**src/rtl/mem_arb_pkg.sv**
```systemverilog
// Shared types for the memory port arbiter: FSM states, transaction owner
// encoding and a saturating increment used by the statistics counters.
package mem_arb_pkg;

   typedef enum logic [1:0] {
      ST_IDLE = 2'd0,
      ST_REQ  = 2'd1,
      ST_RESP = 2'd2
   } arb_state_e;

   typedef enum logic {
      OWN_IF = 1'b0,
      OWN_LS = 1'b1
   } arb_owner_e;

   localparam int unsigned STAT_W = 32;

   // Increment that sticks at all-ones instead of wrapping.
   function automatic logic [STAT_W-1:0] sat_inc(input logic [STAT_W-1:0] v);
      return (v == '1) ? v : v + 1'b1;
   endfunction

endpackage

```
**src/rtl/mem_arb_starve_ctr.sv**
```systemverilog
// Anti-starvation counter for the instruction-fetch port.
// Counts IF arbitrations lost to LS, saturating at MAX_WAIT; force_if_o
// requests that the next contested arbitration go to IF.
module mem_arb_starve_ctr #(
   parameter int unsigned MAX_WAIT = 8
) (
   input  logic clk,
   input  logic rst,
   input  logic inc_i,
   input  logic clr_i,
   output logic force_if_o
);

   localparam logic [7:0] MAX_V = 8'(MAX_WAIT);

   logic [7:0] cnt_q, cnt_d;

   // Next count: clear wins over increment; increment saturates at MAX_WAIT.
   always_comb begin
      cnt_d = cnt_q;
      if (clr_i) begin
         cnt_d = '0;
      end else if (inc_i && (cnt_q != MAX_V)) begin
         cnt_d = cnt_q + 8'd1;
      end
   end

   // Counter register with synchronous active-low reset.
   always_ff @(posedge clk) begin
      if (!rst) begin
         cnt_q <= '0;
      end else begin
         cnt_q <= cnt_d;
      end
   end

   assign force_if_o = (cnt_q == MAX_V);

endmodule

```
**src/rtl/mem_port_arbiter.sv**
```systemverilog
// Single-ported memory arbiter between instruction fetch (IF) and load/store
// (LS). One transaction in flight at a time: IDLE selects and latches a
// request, REQ holds mem_req until mem_gnt, RESP waits for mem_rvalid and
// routes it to the owner. LS has priority unless IF has lost MAX_WAIT
// contested arbitrations in a row.
// Optional build macro MEM_ARB_STATS_EN adds per-owner completion counters
// and a sticky flag for mem_rvalid arriving outside RESP.
module mem_port_arbiter
   import mem_arb_pkg::*;
#(
   parameter int unsigned ADDR_W   = 64,
   parameter int unsigned DATA_W   = 64,
   parameter int unsigned MAX_WAIT = 8
) (
   input  logic                clk,
   input  logic                rst,
   // instruction fetch port
   input  logic                if_req,
   input  logic [ADDR_W-1:0]   if_addr,
   output logic                if_gnt,
   output logic                if_rvalid,
   output logic [DATA_W-1:0]   if_rdata,
   // load/store port
   input  logic                ls_req,
   input  logic                ls_we,
   input  logic [ADDR_W-1:0]   ls_addr,
   input  logic [DATA_W-1:0]   ls_wdata,
   input  logic [DATA_W/8-1:0] ls_be,
   output logic                ls_gnt,
   output logic                ls_rvalid,
   output logic [DATA_W-1:0]   ls_rdata,
   // memory port
   output logic                mem_req,
   output logic                mem_we,
   output logic [ADDR_W-1:0]   mem_addr,
   output logic [DATA_W-1:0]   mem_wdata,
   output logic [DATA_W/8-1:0] mem_be,
   input  logic                mem_gnt,
   input  logic                mem_rvalid,
   input  logic [DATA_W-1:0]   mem_rdata
`ifdef MEM_ARB_STATS_EN
   ,
   output logic [31:0]         stat_if_cnt,
   output logic [31:0]         stat_ls_cnt,
   output logic                stat_err
`endif
);

   arb_state_e          state_q, state_d;
   arb_owner_e          owner_q, owner_d;
   logic                we_q, we_d;
   logic [ADDR_W-1:0]   addr_q, addr_d;
   logic [DATA_W-1:0]   wdata_q, wdata_d;
   logic [DATA_W/8-1:0] be_q, be_d;

   logic force_if;
   logic sel_if;
   logic starve_inc;
   logic starve_clr;

   mem_arb_starve_ctr #(
      .MAX_WAIT (MAX_WAIT)
   ) u_starve (
      .clk        (clk),
      .rst        (rst),
      .inc_i      (starve_inc),
      .clr_i      (starve_clr),
      .force_if_o (force_if)
   );

   // IF wins when it is the only requester or when it has waited long enough.
   assign sel_if = if_req && (!ls_req || force_if);

   // Next-state, request latching and combinational handshake outputs.
   always_comb begin
      state_d    = state_q;
      owner_d    = owner_q;
      we_d       = we_q;
      addr_d     = addr_q;
      wdata_d    = wdata_q;
      be_d       = be_q;
      starve_inc = 1'b0;
      starve_clr = 1'b0;
      if_gnt     = 1'b0;
      ls_gnt     = 1'b0;
      if_rvalid  = 1'b0;
      ls_rvalid  = 1'b0;
      if_rdata   = '0;
      ls_rdata   = '0;
      case (state_q)
         ST_IDLE: begin
            if (if_req || ls_req) begin
               state_d = ST_REQ;
               if (sel_if) begin
                  owner_d    = OWN_IF;
                  we_d       = 1'b0;
                  addr_d     = if_addr;
                  wdata_d    = '0;
                  be_d       = '0;
                  starve_clr = 1'b1;
               end else begin
                  owner_d    = OWN_LS;
                  we_d       = ls_we;
                  addr_d     = ls_addr;
                  wdata_d    = ls_wdata;
                  be_d       = ls_be;
                  starve_inc = if_req;
               end
            end
         end
         ST_REQ: begin
            if (mem_gnt) begin
               state_d = ST_RESP;
               if (owner_q == OWN_IF) begin
                  if_gnt = 1'b1;
               end else begin
                  ls_gnt = 1'b1;
               end
            end
         end
         ST_RESP: begin
            // Stores complete here too: mem_rvalid doubles as the write ack.
            if (mem_rvalid) begin
               state_d = ST_IDLE;
               if (owner_q == OWN_IF) begin
                  if_rvalid = 1'b1;
                  if_rdata  = mem_rdata;
               end else begin
                  ls_rvalid = 1'b1;
                  ls_rdata  = mem_rdata;
               end
            end
         end
         default: begin
            state_d = ST_IDLE;
         end
      endcase
   end

   // State and latched transaction registers.
   always_ff @(posedge clk) begin
      if (!rst) begin
         state_q <= ST_IDLE;
         owner_q <= OWN_IF;
         we_q    <= 1'b0;
         addr_q  <= '0;
         wdata_q <= '0;
         be_q    <= '0;
      end else begin
         state_q <= state_d;
         owner_q <= owner_d;
         we_q    <= we_d;
         addr_q  <= addr_d;
         wdata_q <= wdata_d;
         be_q    <= be_d;
      end
   end

   assign mem_req   = (state_q == ST_REQ);
   assign mem_we    = we_q;
   assign mem_addr  = addr_q;
   assign mem_wdata = wdata_q;
   assign mem_be    = be_q;

`ifdef MEM_ARB_STATS_EN
   logic [31:0] stat_if_cnt_q;
   logic [31:0] stat_ls_cnt_q;
   logic        stat_err_q;
   logic        rsp_done;
   logic        rsp_spurious;

   assign rsp_done     = (state_q == ST_RESP) && mem_rvalid;
   assign rsp_spurious = (state_q != ST_RESP) && mem_rvalid;

   // Completion counters per owner and sticky spurious-response flag.
   always_ff @(posedge clk) begin
      if (!rst) begin
         stat_if_cnt_q <= '0;
         stat_ls_cnt_q <= '0;
         stat_err_q    <= 1'b0;
      end else begin
         if (rsp_done && (owner_q == OWN_IF)) begin
            stat_if_cnt_q <= sat_inc(stat_if_cnt_q);
         end
         if (rsp_done && (owner_q == OWN_LS)) begin
            stat_ls_cnt_q <= sat_inc(stat_ls_cnt_q);
         end
         if (rsp_spurious) begin
            stat_err_q <= 1'b1;
         end
      end
   end

   assign stat_if_cnt = stat_if_cnt_q;
   assign stat_ls_cnt = stat_ls_cnt_q;
   assign stat_err    = stat_err_q;
`endif

endmodule

```
**config.mk**
```make
export PLATFORM = sky130hd
export DESIGN_NAME = mem_port_arbiter
export DESIGN_NICKNAME = d
export VERILOG_FILES = /design/src/rtl/mem_arb_pkg.sv /design/src/rtl/mem_arb_starve_ctr.sv /design/src/rtl/mem_port_arbiter.sv
export SDC_FILE = /design/constraint.sdc
export NUM_CORES = 1
export LEC_CHECK = 0
export ABC_AREA = 1
export CORE_AREA = 5 5 208 210
export DETAILED_ROUTE_END_ITERATION = 12
export DIE_AREA = 0 0 213 215
export GPL_ROUTABILITY_DRIVEN = 0
export PLACE_DENSITY = 0.54
export SYNTH_ARGS = -nofsm -noshare
export SYNTH_HDL_FRONTEND = slang
export SYNTH_SLANG_ARGS = --single-unit
```
**constraint.sdc**
```tcl
create_clock -name clk -period 2.05 [get_ports clk]
set_clock_uncertainty 0.1 [all_clocks]
set_input_delay 0.41 -clock clk [delete_from_list [all_inputs] [get_ports clk]]
set_output_delay 0.41 -clock clk [all_outputs]
set_load 0.02 [all_outputs]
```
==> results_dict.tcl <==
set metrics [dict create \
    fin_ws_ps -273 \
    path_max_fanout 12 \
    synth-main-ff-cell "dfxtp_1" \
    synthArstFlopShare 0 \
    dp_hpwl_mm 28.9 \
    powerDensity_nw_per_um2 624 \
    worst_setup_path_start_kind "input port" \
    pre_cts_slack_ps -746 \
    status "finished with violations" \
    yosysUniqueCellTypes 21 \
    ys_seq_elements 148 \
    holdWs_ps 340 \
    cp.arrival_ps 1810 \
    cp_slowest_cell "clkdlybuf4s50_1" \
    htree_levels 4 \
    stdcell_count 2279 \
    gr-total-overflow 0 \
    hold_viol 0 \
    drv_slew 0 \
    dpl.cell_count 2234 \
    antenna_left 0 \
    rows 75 \
    fmax_ghz 0.430 \
    cp-end-kind "output pin" \
    antenna_found_initial 2 \
    drtIter0Drc 471 \
    core_area_sq_um 41400 \
    violations "setup timing" \
    tightest_slew_ps 350 \
    synth-seq-area-share 0.399 \
    synth_edf_count 0 \
    synthToLayoutAreaGrowth_pct 104 \
    drc 0 \
    grt_pass1_wl_mm 55.9 \
    finalSetupViolations 129 \
    avgSynthCellArea_sq_um 6.25 \
    antenna_cells 0 \
    rsz0062_at_grt "yes" \
    post_dp_cell_area_sq_um 13700 \
    hold_path_depth 5 \
    cts_hold_buf 0 \
    cts_buffers 17 \
    synth_area_leaders "dfxtp_1, nand3_1, nor2_1" \
    synth_most_common_cell "nor2_1" \
    dieArea_sq_um 45800 \
    cp_num_buf_inv 6 \
    grt_pass1_vias 9260 \
    wl_met1_mm 14.8 \
    fp.dieH_um 215 \
    path_cells "clkdlybuf4s50_1 -> inv_1 -> nor3_2 -> buf_4 -> inv_12 -> buf_12 -> nor2_4 -> buf_6" \
    slowest_delay_ps 460 \
    clockRootBuffer "clkbuf_16" \
    die_w_um 213 \
    finalCriticalPeriod_ps 2320 \
    clk-insertion-delay-late_ps 430 \
    finalPower_mw 9.47 \
    critPathTopFamily "buffers and inverters" \
    cts_tree "built" \
    start_util 0.179 \
    syn-num-nets 1462 \
    cts.sinks 148 \
    firstDrtPassIters 5 \
    track_usage 0.157 \
    synth.top_cell.area_share 0.399 \
    top_layer "met5" \
    wl_met3_mm 3.20 \
    grt_max_degree 59 \
    fillers 4292 \
    final_area_sq_um 15200 \
    ir_worst_vdd_mv 0.557 \
    netlist_top_cells_count "nor2_1, nand2_1, nand3_1" \
    clk_pin_slew_ps 60 \
    netlist_instances 1189 \
    hp-class "in2reg" \
    nNetsFinal 2000 \
    vias_per_cell 4.14 \
    synth_area_leader_cell "dfxtp_1" \
    worst-path-stages 8 \
    vias 9444 \
    wl_per_cell_um 16.7 \
    p_leak_nw 6.80 \
    r2r_cells 10 \
    ys_warn_count 0 \
    maxCapViolCount 0 \
    clockBufferDepth 2 \
    drive_gt1_frac 0.193 \
    wl_met2_mm 19.2 \
    relSlewSlack 0.766 \
    drt-total-wl_mm 38.1 \
    crit_type "in2out" \
    syn_area_sq_um 7430 \
    io_buffers 540 \
    pin_count 541 \
    cp_data_required_time_ps 1540 \
    min_period_over_period 1.13 \
]
power by group:
| group | leakage (nW) | total, mW | internal (mW) | switching, mW |
|---|---|---|---|---|
| Combinational | 5.28 | 2.91 | 1.42 | 1.49 |
| Sequential | 1.22 | 3.29 | 3.14 | 0.142 |
| Clock | 0.294 | 3.28 | 1.84 | 1.44 |
| Total | 6.80 | 9.47 | 6.40 | 3.07 |
stage by stage:
stage                     utilization  TNS, ps
final                           0.367   -26790
after global routing            0.367   -36270
after CTS                       0.356   -25520
after detailed placement        0.332   -86470
after global placement          0.332   -87350
after floorplan                     -   -22050
flip-flops by register name, summed over array words and instances, names as in the netlist:
signal,flops
u_starve.cnt_q,8
owner_q,1
state_q,2
mem_wdata,64
mem_be,8
mem_we,1
mem_addr,64
cells in the final DEF, fill, tap and decap left out, types with 3 or more instances in the layout:
cell type | netlist | layout
nor2_2 | 1 | 26
dfxtp_1 | 148 | 145
nand3_1 | 213 | 213
dfxtp_2 | 0 | 3
nand2_1 | 228 | 228
inv_8 | 0 | 5
clkinv_4 | 0 | 3
nor2_4 | 0 | 65
xor2_1 | 3 | 3
buf_12 | 0 | 20
clkdlybuf4s50_1 | 0 | 404
clkbuf_16 | 0 | 19
nor2_1 | 267 | 177
inv_1 | 142 | 140
buf_16 | 0 | 8
buf_6 | 6 | 79
inv_2 | 5 | 4
buf_4 | 5 | 87
a21oi_1 | 84 | 84
worst paths after layout:
check	to	slack, ps	startpoint
min	mem_addr[17]	340	if_req
min reg2reg	mem_wdata[13]	360	mem_wdata[13]
max reg2reg	mem_addr[43]	180	u_starve.cnt_q[0]
max	if_rdata[61]	-270	mem_rvalid
worst reg2reg max path: stages, from the launching register on:
cell	delay (ps)
dfxtp_1	340
inv_1	100
ha_1	150
nand3_1	140
o21ai_4	250
nand2_4	140
buf_12	200
nand2_1	110
nand3_1	130
nand2_1	90
inv_1	30
layout make-up:
cell class / instances / area, sq um / share of cell area
clock buffer: 18 / 429 / 0.0283
tap: 539 / 674 / 0.0444
timing repair buffer: 605 / 6310 / 0.416
inverter: 148 / 578 / 0.0381
sequential: 148 / 2970 / 0.195
multi-input combinational: 807 / 4050 / 0.267
clock inverter: 14 / 169 / 0.0111
timing repair:
| action | CTS | global route |
|---|---|---|
| resized for setup | 791 | 106 |
| gates cloned | 6 | 2 |
| buffers inserted | 5 | 2 |
| pin swaps | 2 | 1 |
| endpoints found under the setup margin | 131 | 136 |
cell families (layout without fill, tap and decap cells):
group                    Yosys count  in the layout  synth area share
AND/OR/NAND/NOR                  715            715             0.400
adder cells (fa/ha/maj)            2              2           0.00337
XOR/XNOR                           3              3           0.00354
AO/OA/AOI/OAI                     87             87            0.0596
flip-flops                       148            148             0.399
buffers and inverters            234            785             0.135
routing by layer:
layer | vias up | global-route usage
met2 | 362 | 0.279
met3 | 36 | 0.0502
li1 | 4761 | -
met4 | 4 | 0.0457
met5 | - | 0
met1 | 4281 | 0.178
(Power assumes the default switching activity.)
